### src/rtl/mario_pkg.sv
// Shared types and constants for the Mario pose controller.
package mario_pkg;

    // Sprite select codes seen by the sprite mux
    localparam logic [2:0] POS_STD_BACK  = 3'b000;
    localparam logic [2:0] POS_WK_BACK   = 3'b001;
    localparam logic [2:0] POS_STD_FRONT = 3'b010;
    localparam logic [2:0] POS_WK_FRONT  = 3'b011;

    // Width of the sprite x coordinate
    localparam int unsigned X_W = 10;

    typedef enum logic {
        STAND = 1'b0,
        WALK  = 1'b1
    } state_t;

    // Sprite code from facing (1 = front) and walk phase; phase only shows while walking
    function automatic logic [2:0] pose_code(input logic facing, input logic walking,
                                             input logic phase);
        logic [2:0] code;
        unique case ({facing, walking & phase})
            2'b00:   code = POS_STD_BACK;
            2'b01:   code = POS_WK_BACK;
            2'b10:   code = POS_STD_FRONT;
            default: code = POS_WK_FRONT;
        endcase
        return code;
    endfunction

endpackage

### src/rtl/btn_sync.sv
// Two-flop synchronizer for one asynchronous button input.
module btn_sync (
    input  logic i_clk,
    input  logic i_rst_n,
    input  logic i_btn,
    output logic o_btn
);

    logic r_meta;
    logic r_sync;

    // Shift the raw button through two flops to settle metastability
    always_ff @(posedge i_clk or negedge i_rst_n) begin
        if (!i_rst_n) begin
            r_meta <= 1'b0;
            r_sync <= 1'b0;
        end else begin
            r_meta <= i_btn;
            r_sync <= r_meta;
        end
    end

    assign o_btn = r_sync;

endmodule

### src/rtl/mario_pose_ctrl.sv
// Mario sprite pose and horizontal position controller (STAND/WALK FSM).
module mario_pose_ctrl
    import mario_pkg::*;
#(
    parameter int unsigned ANIM_DIV = 8,
    parameter int unsigned STEP     = 2,
    parameter int unsigned X_MIN    = 0,
    parameter int unsigned X_MAX    = 608,
    parameter int unsigned X_INIT   = 304
) (
    input  logic           clk25,
    input  logic           rst_n,
    input  logic           btn_left,
    input  logic           btn_right,
    input  logic           frame_tick,
    output logic [2:0]     pos,
    output logic [X_W-1:0] x_pos
);

    localparam int unsigned XW1 = X_W + 1;

    localparam logic [7:0]     CNT_LAST = 8'(ANIM_DIV - 1);
    localparam logic [X_W-1:0] STEP_X   = X_W'(STEP);
    localparam logic [X_W-1:0] XMIN_X   = X_W'(X_MIN);
    localparam logic [X_W-1:0] XMAX_X   = X_W'(X_MAX);
    localparam logic [X_W-1:0] XINIT_X  = X_W'(X_INIT);
    localparam logic [X_W:0]   STEP_W   = XW1'(STEP);
    localparam logic [X_W:0]   XMIN_W   = XW1'(X_MIN);
    localparam logic [X_W:0]   XMAX_W   = XW1'(X_MAX);

    logic w_left;
    logic w_right;
    logic w_dir_r;
    logic w_active;

    logic [X_W:0]   w_x_plus;
    logic [X_W-1:0] w_x_right;
    logic [X_W-1:0] w_x_left;
    logic [7:0]     w_cnt_next;
    logic           w_wrap;

    state_t         r_state;
    logic           r_facing;
    logic           r_phase;
    logic [7:0]     r_cnt;
    logic [2:0]     r_pos;
    logic [X_W-1:0] r_x;

    btn_sync u_sync_left (
        .i_clk   (clk25),
        .i_rst_n (rst_n),
        .i_btn   (btn_left),
        .o_btn   (w_left)
    );

    btn_sync u_sync_right (
        .i_clk   (clk25),
        .i_rst_n (rst_n),
        .i_btn   (btn_right),
        .o_btn   (w_right)
    );

    // Resolve direction and precompute saturated moves and animation counter
    always_comb begin
        w_dir_r    = w_right & ~w_left;
        w_active   = w_right ^ w_left;
        // Sums done one bit wider so the right-hand limit never wraps
        w_x_plus   = {1'b0, r_x} + STEP_W;
        w_x_right  = (w_x_plus > XMAX_W) ? XMAX_X : w_x_plus[X_W-1:0];
        w_x_left   = ({1'b0, r_x} < (XMIN_W + STEP_W)) ? XMIN_X : (r_x - STEP_X);
        w_wrap     = (r_cnt == CNT_LAST);
        w_cnt_next = w_wrap ? 8'd0 : (r_cnt + 8'd1);
    end

    // Pose FSM: state, facing, animation and position, all outputs registered
    always_ff @(posedge clk25 or negedge rst_n) begin
        if (!rst_n) begin
            r_state  <= STAND;
            r_facing <= 1'b1;
            r_phase  <= 1'b0;
            r_cnt    <= 8'd0;
            r_pos    <= POS_STD_FRONT;
            r_x      <= XINIT_X;
        end else begin
            unique case (r_state)
                STAND: begin
                    if (w_active) begin
                        r_state  <= WALK;
                        r_facing <= w_dir_r;
                        r_phase  <= 1'b1;
                        r_cnt    <= 8'd0;
                        r_pos    <= pose_code(w_dir_r, 1'b1, 1'b1);
                    end
                end
                WALK: begin
                    if (!w_active) begin
                        r_state <= STAND;
                        r_phase <= 1'b0;
                        r_cnt   <= 8'd0;
                        r_pos   <= pose_code(r_facing, 1'b0, 1'b0);
                    end else if (w_dir_r != r_facing) begin
                        // Reversal restarts the walk cycle; any tick this cycle is dropped
                        r_facing <= w_dir_r;
                        r_phase  <= 1'b1;
                        r_cnt    <= 8'd0;
                        r_pos    <= pose_code(w_dir_r, 1'b1, 1'b1);
                    end else if (frame_tick) begin
                        r_cnt   <= w_cnt_next;
                        r_phase <= r_phase ^ w_wrap;
                        r_pos   <= pose_code(r_facing, 1'b1, r_phase ^ w_wrap);
                        r_x     <= r_facing ? w_x_right : w_x_left;
                    end
                end
                default: r_state <= STAND;
            endcase
        end
    end

    assign pos   = r_pos;
    assign x_pos = r_x;

endmodule

### config.mk
export PLATFORM = sky130hd
export DESIGN_NAME = mario_pose_ctrl
export DESIGN_NICKNAME = d
export VERILOG_FILES = /design/src/rtl/mario_pkg.sv /design/src/rtl/btn_sync.sv /design/src/rtl/mario_pose_ctrl.sv
export SDC_FILE = /design/constraint.sdc
export NUM_CORES = 1
export LEC_CHECK = 0
export CORE_MARGIN = 2
export CORE_UTILIZATION = 50
export CTS_CLUSTER_DIAMETER = 50
export CTS_CLUSTER_SIZE = 20
export DETAILED_ROUTE_END_ITERATION = 8
export PLACE_DENSITY_LB_ADDON = 0.12
export SYNTH_ARGS = -nofsm -noshare
export SYNTH_HDL_FRONTEND = slang
export SYNTH_HIERARCHICAL = 1
export SYNTH_SLANG_ARGS = --single-unit
### constraint.sdc
create_clock -name clk25 -period 3 [get_ports clk25]
set_input_delay 0.3 -clock clk25 [delete_from_list [all_inputs] [get_ports clk25]]
set_output_delay 0.3 -clock clk25 [all_outputs]
set_load 0.01 [all_outputs]
# Yosys cells after proc, flatten, opt, wreduce, memory -nomap -nowiden

Index checks and enable logic that the tools add are counted.

Input port bits: 5
Logic and storage cells: 61
Register bits: 28
Output and inout port bits: 13

Reductions and logical operators: 4
Bitwise operators: 7
$lt $le $gt $ge: 2
Equal/unequal tests: 8
$add $sub $neg: 3
Multiplexer cells: 27

Operators by type and width:

| operator                | count |
|---|---|
| $mux W8                 | 5 |
| $mux W10                | 3 |
| $pmux W8 S2             | 1 |
| $mux W3                 | 4 |
| $pmux W3 S2             | 2 |
| $add A10 B2 Y11 const B | 1 |
| $gt A11 B10 Y1 const B  | 1 |
| $lt A10 B2 Y1 const B   | 1 |
| $sub A10 B2 Y10 const B | 1 |
| $add A8 B1 Y8 const B   | 1 |
| $eq A8 B3 Y1 const B    | 1 |
| $mux W1                 | 8 |
| $pmux W2 S3             | 1 |
| $ne A2 B2 Y1 const B    | 2 |
| $ne A4 B3 Y1 const B    | 1 |
| $not A1 Y1              | 4 |
| $pmux W1 S2             | 2 |
| $reduce_and A4 Y1       | 1 |
| $reduce_and A3 Y1       | 1 |
| $eq A2 B1 Y1 const B    | 1 |
| $eq A2 B2 Y1 const B    | 1 |
| $logic_not A2 Y1        | 1 |
| $mux W2                 | 1 |
| $ne A2 B1 Y1 const B    | 1 |
| 4 further kinds         | 5 |

# Logic depth before layout (Yosys ltp)

Gate-level depths: netlist of the first run.

Word-level depth: 8
Gate-level depth with buffers: 8
Depth with buffers taken out: 8

# Hierarchy

Netlist of the first run, hierarchy kept.

By module, submodules not included:

| module          | area an instance (µm²) | times used | cells an instance | sequential area each (µm²) |
|---|---|---|---|---|
| mario_pose_ctrl | 1641.6                 | 1          | 201               | 556.8 |
| btn_sync        | 50.0                   | 2          | 2                 | 50.0 |

# Least setup slack after synthesis of the first run

OpenSTA, ideal clock, no wires.

Path kind: register to register
From: register r_x[5], in the netlist x_pos[5]
To: register r_x[7], in the netlist x_pos[7]
Arrival time: 2024 ps
Data required time: 2874 ps
Setup time: 126 ps
Path slack: 850 ps
Stages on the path, launching flop included: 8
Period minus slack after synthesis: 2150 ps
Buffers on the path: 1
Cell sequence: dfstp_2 buf_4 nand3_1 or4_4 a32o_1 a31oi_4 nor2_2 a221o_1

Word-level cells in the longest chain between the ends: 4
Elaborated cells on any way between the ends: 7
Those cells by class: add/sub (2); order compare (2); mux (3)

RTL lines:

| element                | line                   | source |
|---|---|---|
| start, declared        | mario_pose_ctrl.sv:47  | `logic [X_W-1:0] r_x;` |
| start signal, assigned | mario_pose_ctrl.sv:111 | `r_x <= r_facing ? w_x_right : w_x_left;` |
| $add A10 B2 Y11        | mario_pose_ctrl.sv:68  | `w_x_plus = {1'b0, r_x} + STEP_W;` |
| $gt A11 B10 Y1         | mario_pose_ctrl.sv:69  | `w_x_right = (w_x_plus > XMAX_W) ? XMAX_X : w_x_plus[X_W-1:0];` |
| $mux W10               | mario_pose_ctrl.sv:69  |  |
| $mux W10 *             | mario_pose_ctrl.sv:111 |  |

Mark *: on every way between the ends. The rest lies on a longest branch, timed or not.
A chain may end at the register's enable or synchronous reset.

# Worst setup path after layout of the first run

From: register r_x[1], in the netlist x_pos[1]
To: register r_x[7], in the netlist x_pos[7]

The elaborated chain is that of the path after synthesis.

==> results of run 1 <==
layer usage:
layer	part of all wire [%]	GRT usage, %	up-vias
met3	3.9	2.342	4
li1	-	-	754
met5	0	0	-
met2	49	34.04	37
met1	46	26.16	721
met4	0.82	5.278	0
cell families (layout without fill, tap and decap cells):
group / Yosys count / in the layout / share of synthesized area, %
AOI/OAI and AO/OA: 54 / 54 / 20.55
xor gates and xnor gates: 7 / 7 / 3.520
adders and majority gates: 4 / 4 / 2.874
buffers and inverters: 21 / 29 / 6.393
DFF: 26 / 26 / 37.72
muxes: 5 / 5 / 2.945
other: 1 / 2 / 0.2153
and+or+nand+nor: 87 / 87 / 25.79
synth_stat cells (all sizes together) (4+ instances only):
cell    number  area share (%)
dfrtp       21              30
o21ai       21             6.0
dfstp        5             7.5
mux2i        4             2.3
nand3        9             2.6
ha           4             2.9
nand2       18             4.3
a21o         4             1.7
nand4        4             1.4
buf          9             3.8
nor3        11             3.2
inv          6             1.3
a21oi        8             2.3
nor2        21             4.7
xor2         4             2.0
clkbuf       6             1.3
layout by cell type, fill, tap and decap left out, types with 5 or more instances in the layout:
master / netlist / routed
dfrtp_1: 21 / 21
o21ai_0: 20 / 20
nor2_1: 20 / 20
nand2_1: 17 / 17
clkdlybuf4s50_1: 0 / 15
nor3_1: 11 / 11
nand3_1: 9 / 9
a21oi_1: 8 / 8
inv_1: 6 / 6
dfstp_2: 5 / 5
power by group:
part / internal [mW] / leakage [nW] / switching (mW)
sequential: 0.433 / 0.316 / 0.186
combinational: 0.292 / 0.424 / 0.323
clock: 0.0741 / 0.0210 / 0.0985
critical path: stages (launching register included):
cell     delay [ns]
dfrtp_1        0.57
ha_1           0.46
nand3_1        0.16
or3_1          0.38
a32o_1         0.28
a31oi_4        0.20
nor2_2         0.07
a221o_1        0.31
flip-flops by register name (all words and copies together), names as in the netlist:
register,flops
pos,2
u_sync_left/r_meta,1
r_phase,1
r_cnt,8
r_state,1
x_pos,9
u_sync_left/o_btn,1
u_sync_right/r_meta,1
u_sync_right/o_btn,1
r_facing,1
path summary, 6_finish.rpt:
kind                       cells after the start  slack, ns                end
setup reg to reg                               7       0.50           x_pos[7]
setup / recovery                               7       0.50           x_pos[7]
max in group asynchronous                      2       2.36           x_pos[4]
hold reg to reg                                0       0.37  u_sync_left/o_btn
hold / removal                                 2       0.33            r_phase
min in group clk25                             0       0.37  u_sync_left/o_btn
cell type report:
class	instances	area [um^2]	area share (%)
Inverter	6	22.52	1.167
Multi-Input combinational cell	159	977.2	50.62
Sequential cell	26	656.9	34.02
Clock buffer	4	36.28	1.879
Tap cell	46	57.56	2.981
Timing Repair Buffer	19	180.2	9.332
per-stage QoR:
step | util (%) | hold WS (ns)
floorplan | - | 0.004409
global placement | 56.77 | 0.3345
detailed placement | 56.77 | 0.3381
CTS | 57.86 | 0.3445
global route | 57.86 | 0.3469
finish | 57.86 | 0.3349
==> results.tsv, run 1 <==
metric	value	unit
Setup crit start	x_pos[1]	
final worst slack	0.4953	ns
CTS tree	done	
Setup crit end kind	flip-flop	
per-cell routed wire length	14.02	um
Clk pin slew, worst setup/hold paths	0.14	ns
final wirelength	3644	um
Layout area overhead	10.85	%
detail-routed via count per cell	5.831	
TritonRoute pass-1 iters	4	
number of synthesized register bits	26	
Root Buffer	clkbuf_4	
initial antenna violation count	0	
status	complete, no violations	
Ports	18	
die width	63.02	um
drt drc	0	
Final #Nets	224	
Setup CP Type	flip-flop to flip-flop	
cell row count	21	
static leakage	0.7611	nW
worst-path maximum fanout	11	
dpl ws	0.5062	ns
Synth Warn #	6	
Hold Vio Cnt, Final	0	
Max Cap Viol	0	
DP Area	1894	um^2
Worst Skew	0.01193	ns
Post-synth ARST share	100.0	%
f_max	399.3	MHz
layout cells sized above 1	9.813	%
gr usage total	19.75	%
setup violation total in the final timing report	0	
syn_area_per_cell	8.496	um^2
Slew Viols, Final	0	
synthesized cell area	1742	um^2
total CTS buffers	3	
core footprint	3337	um^2
design area	1931	um^2
IO Port Bufs	15	
total die area	3972	um^2
Final min period	2.505	ns
fillcell total	315	
Pwr Density	728.5	nW/um^2
HP Class	primary input to async pin	
Antenna Nets Post-Route	0	
largest net degree at the start of global routing	27	
Starting Density	52.19	%
gr ovfl total	0	
first-pass GRT wire length	6361	um
CP required	3.22	ns
cell count after synthesis	205	
post-CTS sizing	0	
final non-filler cell total	260	
vias in the first global route	1374	
ys flop type	dfrtp_1	
Post-synth EDFFs	0	
clk sinks	26	
postcts setup bufs	0	
Antenna diodes	0	
placed insts	256	
worst vdd ir	314.6	uV
unrepaired setup endpoints after global routing	no	
initial DRC count	186	
DR vias	1516	
post-DP HPWL	2711	um
Seq/Total Area, Yosys	37.72	%
Worst EP arrival	2.72	ns
worst-case clock buffer depth	2	
Worst Setup Start Kind	flip-flop	
Die Height	63.02	um
Hold Buf Count CTS	0	
CTS H-tree depth	1	
total power	1.407	mW
Sum Neg Setup Slack	0	ns
routability cong.	0.8785	
Cell variety after synth	51	
clock latency on the worst-skew pair	0.31	ns
Critical R2R Launch	x_pos[1]	
crit share post-route	83.49	%
No activity file was read; power rests on OpenSTA's default activity.
==> run 2, diff against run 1 <==
==> constraint.sdc (replaced) <==
create_clock -name clk25 -period 2.07 [get_ports clk25]
set_input_delay 0.207 -clock clk25 [delete_from_list [all_inputs] [get_ports clk25]]
set_output_delay 0.207 -clock clk25 [all_outputs]
set_load 0.01 [all_outputs]
==> run 2 against run 1 <==
Compared with the run above:
- total power rose by 65%
- register-to-register slack worse by 0.55 ns
- the run now ends with setup timing left
- largest cell class unchanged
- critical path type unchanged
- count of clock-buffer cells in the layout is the same
==> results.tsv, run 2 (synthesis results as in run 1) <==
metric	value	unit	change
status	finished, violations left		
failing checks	setup timing		
first-pass GRT wire length	6948	um	+9.2%
drt drc	0		unchanged
f_max	470.8	MHz	+18%
Worst path slowest cell	or4_4		
Worst Skew	0.007020	ns	-0.004913 ns
setup violation total in the final timing report	2		+2
total CTS buffers	3		unchanged
unrepaired setup endpoints after global routing	yes		
Final min period	2.124	ns	-0.3808 ns
crit share post-route	102.6	%	+19 points
cell row count	21		unchanged
Ports	18		unchanged
Worst EP arrival	2.33	ns	-0.39 ns
Worst Reg-to-Reg Cells	6		-1
Hold Vio Cnt, Final	0		unchanged
core footprint	3337	um^2	unchanged
detail-routed via count per cell	5.897		+1.1%
Critical R2R Launch	x_pos[2]		
Max Cap Viol	0		unchanged
Antenna diodes	0		unchanged
Slew Viols, Final	0		unchanged
r2r endpoint	x_pos[7]		
commonest non-fill, non-tap cell in the layout	buf_4		
CTS H-tree depth	1		unchanged
gr usage total	21.78	%	+2.0 points
initial antenna violation count	0		unchanged
final worst slack	-0.05390	ns	-0.5492 ns
gr ovfl total	0		unchanged
Starting Density	52.19	%	unchanged
Sum Neg Setup Slack	-0.09086	ns	-0.09086 ns
DR vias	1657		+9.3%
die width	63.02	um	unchanged
CTS tree	done		
clk sinks	26		unchanged
IO Port Bufs	15		unchanged
clock latency on the worst-skew pair	0.31	ns	about the same
initial DRC count	127		-32%
max reg flops	9		unchanged
worst vdd ir	468.8	uV	+49%
Die Height	63.02	um	unchanged
reg2reg setup slack	-0.05	ns	-0.55 ns
total power	2.324	mW	+65%
Root Buffer	clkbuf_4		
Final Util	64.98	%	+7.1 points
sequential cell area	656.9	um^2	unchanged
final wirelength	4070	um	+12%
layout cells sized above 1	23.40	%	+14 points
crit-path cells	ha_4 -> or4_4 -> a32o_2 -> a31oi_4 -> nor2_2 -> a221o_1		
routability cong.	0.8977		+2.2%
Hold Buf Count CTS	0		unchanged
slowest cell delay on critical path	0.51	ns	-0.06 ns
commonest cells after routing, fill and taps aside	23 x buf_4, 21 x dfrtp_1, 20 x o21ai_0, 20 x nor2_1, 16 x nand2_1		
Antenna Nets Post-Route	0		unchanged
dpl ws	-0.004400	ns	-0.5106 ns
HP Class	primary input to async pin		
Layout area overhead	24.50	%	
Setup crit end kind	flip-flop		
Min Hold Slack	0.2393	ns	-0.09563 ns
worst-case clock buffer depth	2		unchanged
Clk pin slew, worst setup/hold paths	0.14	ns	about the same
fillcell total	316		+0.32%
Pwr Density	1072	nW/um^2	+47%
TritonRoute pass-1 iters	4		unchanged
multi-input combinational cell area	1060	um^2	+8.5%
vias in the first global route	1567		+14%
per-cell routed wire length	14.48	um	+3.3%
total die area	3972	um^2	unchanged
post-DP HPWL	3099	um	+14%
worst-path maximum fanout	5		-6
static leakage	0.8673	nW	+14%
Worst Setup Start Kind	flip-flop		
largest net degree at the start of global routing	27		unchanged
Setup crit start	x_pos[2]		
Setup CP Type	flip-flop to flip-flop		
CP required	2.28	ns	-0.94 ns
Final #Nets	245		+9.4%
## run 2: how the worst max path moves through the flow
| stage | slack, ns | endpoint | cells after the start |
|---|---|---|---|
| detailed placement | -0.004 | x_pos[7] | 6 |
| CTS | -0.03 | x_pos[7] | 6 |
| global route | -0.13 | x_pos[7] | 6 |
| finish | -0.05 | x_pos[7] | 6 |
| global placement | 0.02 | x_pos[7] | 6 |
| floorplan | -0.01 | x_pos[7] | 7 |
## run 2: where the power goes
group	switching, mW	internal, mW
registers	0.131	0.628
logic	0.706	0.643
clock network	0.141	0.0752
## run 2: repair_timing
item,4_1_cts,5_1_grt
pin swaps,0,3
gates resized for setup,0,13
setup endpoints to repair,2,11
buffers inserted,0,2
## run 2: critical path, delay by kind of cell (launching register included)
kind | cells | cell delay (ns)
compound gates | 3 | 0.79
simple gates | 2 | 0.57
flops | 1 | 0.45
fa+ha+maj | 1 | 0.20
## run 2: final cells by class
cell class / instances / area share [%]
timing repair buffer: 40 / 15.93
multi-input combinational: 159 / 48.87
inverter: 6 / 1.039
clock buffer: 4 / 1.212
tap: 46 / 2.654
sequential: 26 / 30.29
## run 2: routing by layer
| metal | global-route usage, % | routed length, um | part of all wire [%] |
|---|---|---|---|
| met4 | 9.444 | 78 | 1.9 |
| met1 | 26.50 | 1676 | 41 |
| met3 | 3.063 | 218 | 5.4 |
| met2 | 38.16 | 2096 | 51 |
| met5 | 0 | 0 | 0 |
## run 2: through the flow
step,instances,cell area (um^2)
2_1_floorplan,206,1778
6_report,281,2168
4_1_cts,279,2082
3_5_place_dp,275,2056
3_3_place_gp,275,2056
5_1_grt,281,2168
==> run 3, diff against run 2 <==
--- a/config.mk
+++ b/config.mk
@@ -13,5 +13,4 @@
 export PLACE_DENSITY_LB_ADDON = 0.12
 export SYNTH_ARGS = -nofsm -noshare
 export SYNTH_HDL_FRONTEND = slang
-export SYNTH_HIERARCHICAL = 1
 export SYNTH_SLANG_ARGS = --single-unit
==> run 3 against run 2 <==
Compared with the run above:
- the run still ends with setup timing left
- wire length rose by 11%
- total power is 2.0% lower
- first-iteration DRC count rose by 59%
- largest cell class unchanged
- largest power group unchanged
==> results.tsv, run 3 <==
metric	value	unit	change
synthesized cell area	1792	um^2	+2.9%
Worst Skew	0.01177	ns	+0.004752 ns
max layer used	met4		
Hold Buf Count CTS	0		unchanged
Worst EP arrival	2.43	ns	+0.10 ns
Final min period	2.173	ns	+0.04870 ns
Min Hold Slack	0.2431	ns	+0.003835 ns
status	finished, violations left		
portion of netlist area occupied by mux cells	0.6285	%	-2.3 points
Pwr Density	1019	nW/um^2	-4.9%
worst-case clock buffer depth	2		unchanged
static leakage	0.9334	nW	+7.6%
ys flop type	dfrtp_1		
slowest cell delay on critical path	0.46	ns	-0.05 ns
final worst slack	-0.1026	ns	-0.04870 ns
initial DRC count	202		+59%
Cell variety after synth	54		+5.9%
Compound-Gate Fraction of Synth Area	24.30	%	+3.8 points
DR vias	1827		+10%
worst vdd ir	566.0	uV	+21%
total die area	4078	um^2	+2.7%
failing checks	setup timing		
syn_area_per_cell	8.144	um^2	-4.1%
worst-path maximum fanout	7		+2
Setup CP Type	flip-flop to flip-flop		
crit-path cells	inv_2 -> ha_4 -> or4b_1 -> a311o_1 -> o22ai_4 -> a21oi_2 -> o211ai_2		
Post-synth EDFFs	0		unchanged
Die Height	63.86	um	+1.3%
area leader, netlist	dfrtp_1		
layout cells sized above 1	22.05	%	-1.4 points
Critical R2R Launch	x_pos[2]		
first-pass GRT wire length	7534	um	+8.4%
Ports	18		unchanged
Worst Setup Start Kind	flip-flop		
dpl ws	-0.09253	ns	-0.08813 ns
Hold Vio Cnt, Final	0		unchanged
Starting Density	52.86	%	+0.67 points
Sum Neg Setup Slack	-0.3031	ns	-0.2123 ns
XOR/XNOR Fraction of Synth Area	1.466	%	-2.1 points
cell row count	21		unchanged
total power	2.278	mW	-2.0%
Slew Viols, Final	0		unchanged
vias in the first global route	1737		+11%
per-cell routed wire length	15.06	um	+4.0%
CTS tree	done		
Setup crit end kind	flip-flop		
Final #Nets	264		+7.8%
Synth top cells by count	21 x dfrtp_1, 21 x o21ai_0, 17 x nand2_1, 17 x nor2_1, 16 x nand3_1		
post-DP HPWL	3299	um	+6.5%
core footprint	3390	um^2	+1.6%
initial antenna violation count	0		unchanged
largest net degree at the start of global routing	27		unchanged
gr usage total	22.56	%	+0.77 points
gr ovfl total	0		unchanged
Antenna diodes	0		unchanged
Synth top area share	29.33	%	-0.84 points
r2r endpoint	x_pos[8]		
Layout area overhead	24.72	%	
Seq/Total Area, Yosys	36.66	%	-1.1 points
met3 routed WL	211	um	-3.2%
total CTS buffers	3		unchanged
Clk pin slew, worst setup/hold paths	0.15	ns	about the same
unrepaired setup endpoints after global routing	yes		
HP Class	primary input to async pin		
WL met2	2311	um	+10%
setup violation total in the final timing report	5		+3
buffers and inverters on the worst path	1		+1
CTS H-tree depth	1		unchanged
Max Cap Viol	0		unchanged
Worst path slowest cell	dfrtp_2		
CP required	2.33	ns	+0.05 ns
Worst Reg-to-Reg Cells	7		+1
die width	63.86	um	+1.3%
commonest non-fill, non-tap cell in the layout	buf_4		
Synth Warn #	0		-6
wl on met1	1928	um	+15%
crit share post-route	105.0	%	+2.4 points
Root Buffer	clkbuf_4		
routability cong.	0.9521		+6.1%
clk sinks	26		unchanged
max reg flops	9		unchanged
Synth area leaders	dfrtp_1 29%, dfstp_2 7.3%, o21ai_0 5.9%, nand3_1 4.5%, nand2_1 3.6%		
simple-gate portion of the synthesized area	27.30	%	+1.5 points
commonest cells after routing, fill and taps aside	30 x buf_4, 19 x o21ai_0, 19 x dfrtp_1		
cell count after synthesis	220		+7.3%
Post-synth ARST share	100.0	%	unchanged
final wirelength	4517	um	+11%
largest family of logic cells by synthesized area	simple AND/OR/NAND/NOR gates		
clock latency on the worst-skew pair	0.32	ns	about the same
number of synthesized register bits	26		unchanged
drt drc	0		unchanged
TritonRoute pass-1 iters	4		unchanged
cell family with most CP delay	compound AO/OA/AOI/OAI gates		
IO Port Bufs	15		unchanged
Post-Synth Adder-Cell Area	2.793	%	-0.080 points
detail-routed via count per cell	6.090		+3.3%
f_max	460.3	MHz	-2.2%
fillcell total	292		-7.6%
Antenna Nets Post-Route	0		unchanged
reg2reg setup slack	-0.10	ns	-0.05 ns
==> run 3: report_power, final <==
| group | internal [mW] | switching (mW) | leakage (nW) |
|---|---|---|---|
| sequential | 0.622 | 0.0870 | 0.313 |
| clock | 0.107 | 0.149 | 0.0210 |
| combinational | 0.611 | 0.701 | 0.600 |
==> run 3: layer usage <==
metal	global-route usage [%]	vias up
met5	0	-
met4	8.424	0
met2	39.97	76
met3	2.289	10
li1	-	872
met1	28.17	869
==> run 3: layout make-up <==
class	count	area, um^2	area share [%]
Clock buffer	4	36.28	1.624
Tap cell	46	57.56	2.576
Sequential cell	26	659.4	29.51
Timing Repair Buffer	45	375.4	16.80
Inverter	11	41.29	1.848
Multi-Input combinational cell	168	1065	47.65
==> run 3: cell families after synthesis <==
family,Yosys count
AND/OR/NAND/NOR,93
AO/OA/AOI/OAI,65
buffers and inverters,27
flip-flops,26
adder cells (fa/ha/maj),4
XOR/XNOR,3
other,1
multiplexers,1
==> run 3: per-stage QoR <==
| stage | cell area [um^2] | util [%] | std cells |
|---|---|---|---|
| floorplan | 1810 | - | 221 |
| global placement | 2151 | 63.46 | 294 |
| detailed placement | 2151 | 63.46 | 294 |
| CTS | 2187 | 64.53 | 298 |
| global route | 2235 | 65.93 | 300 |
| finish | 2235 | 65.93 | 300 |
==> run 3: worst max-delay path by stage <==
stage | from | end | slack [ns] | cells after the start
finish | x_pos[2] | x_pos[8] | -0.10 | 7
global route | x_pos[2] | x_pos[8] | -0.19 | 7
CTS | x_pos[1] | x_pos[8] | -0.09 | 7
detailed placement | x_pos[1] | x_pos[8] | -0.09 | 7
global placement | x_pos[1] | x_pos[8] | -0.02 | 7
floorplan | x_pos[2] | x_pos[8] | -0.05 | 7
==> run 3: timing repair <==
item	in CTS	in global routing
gates resized for setup	0	8
pin swaps	1	1
endpoints found under the setup margin	8	13
buffers inserted	0	2
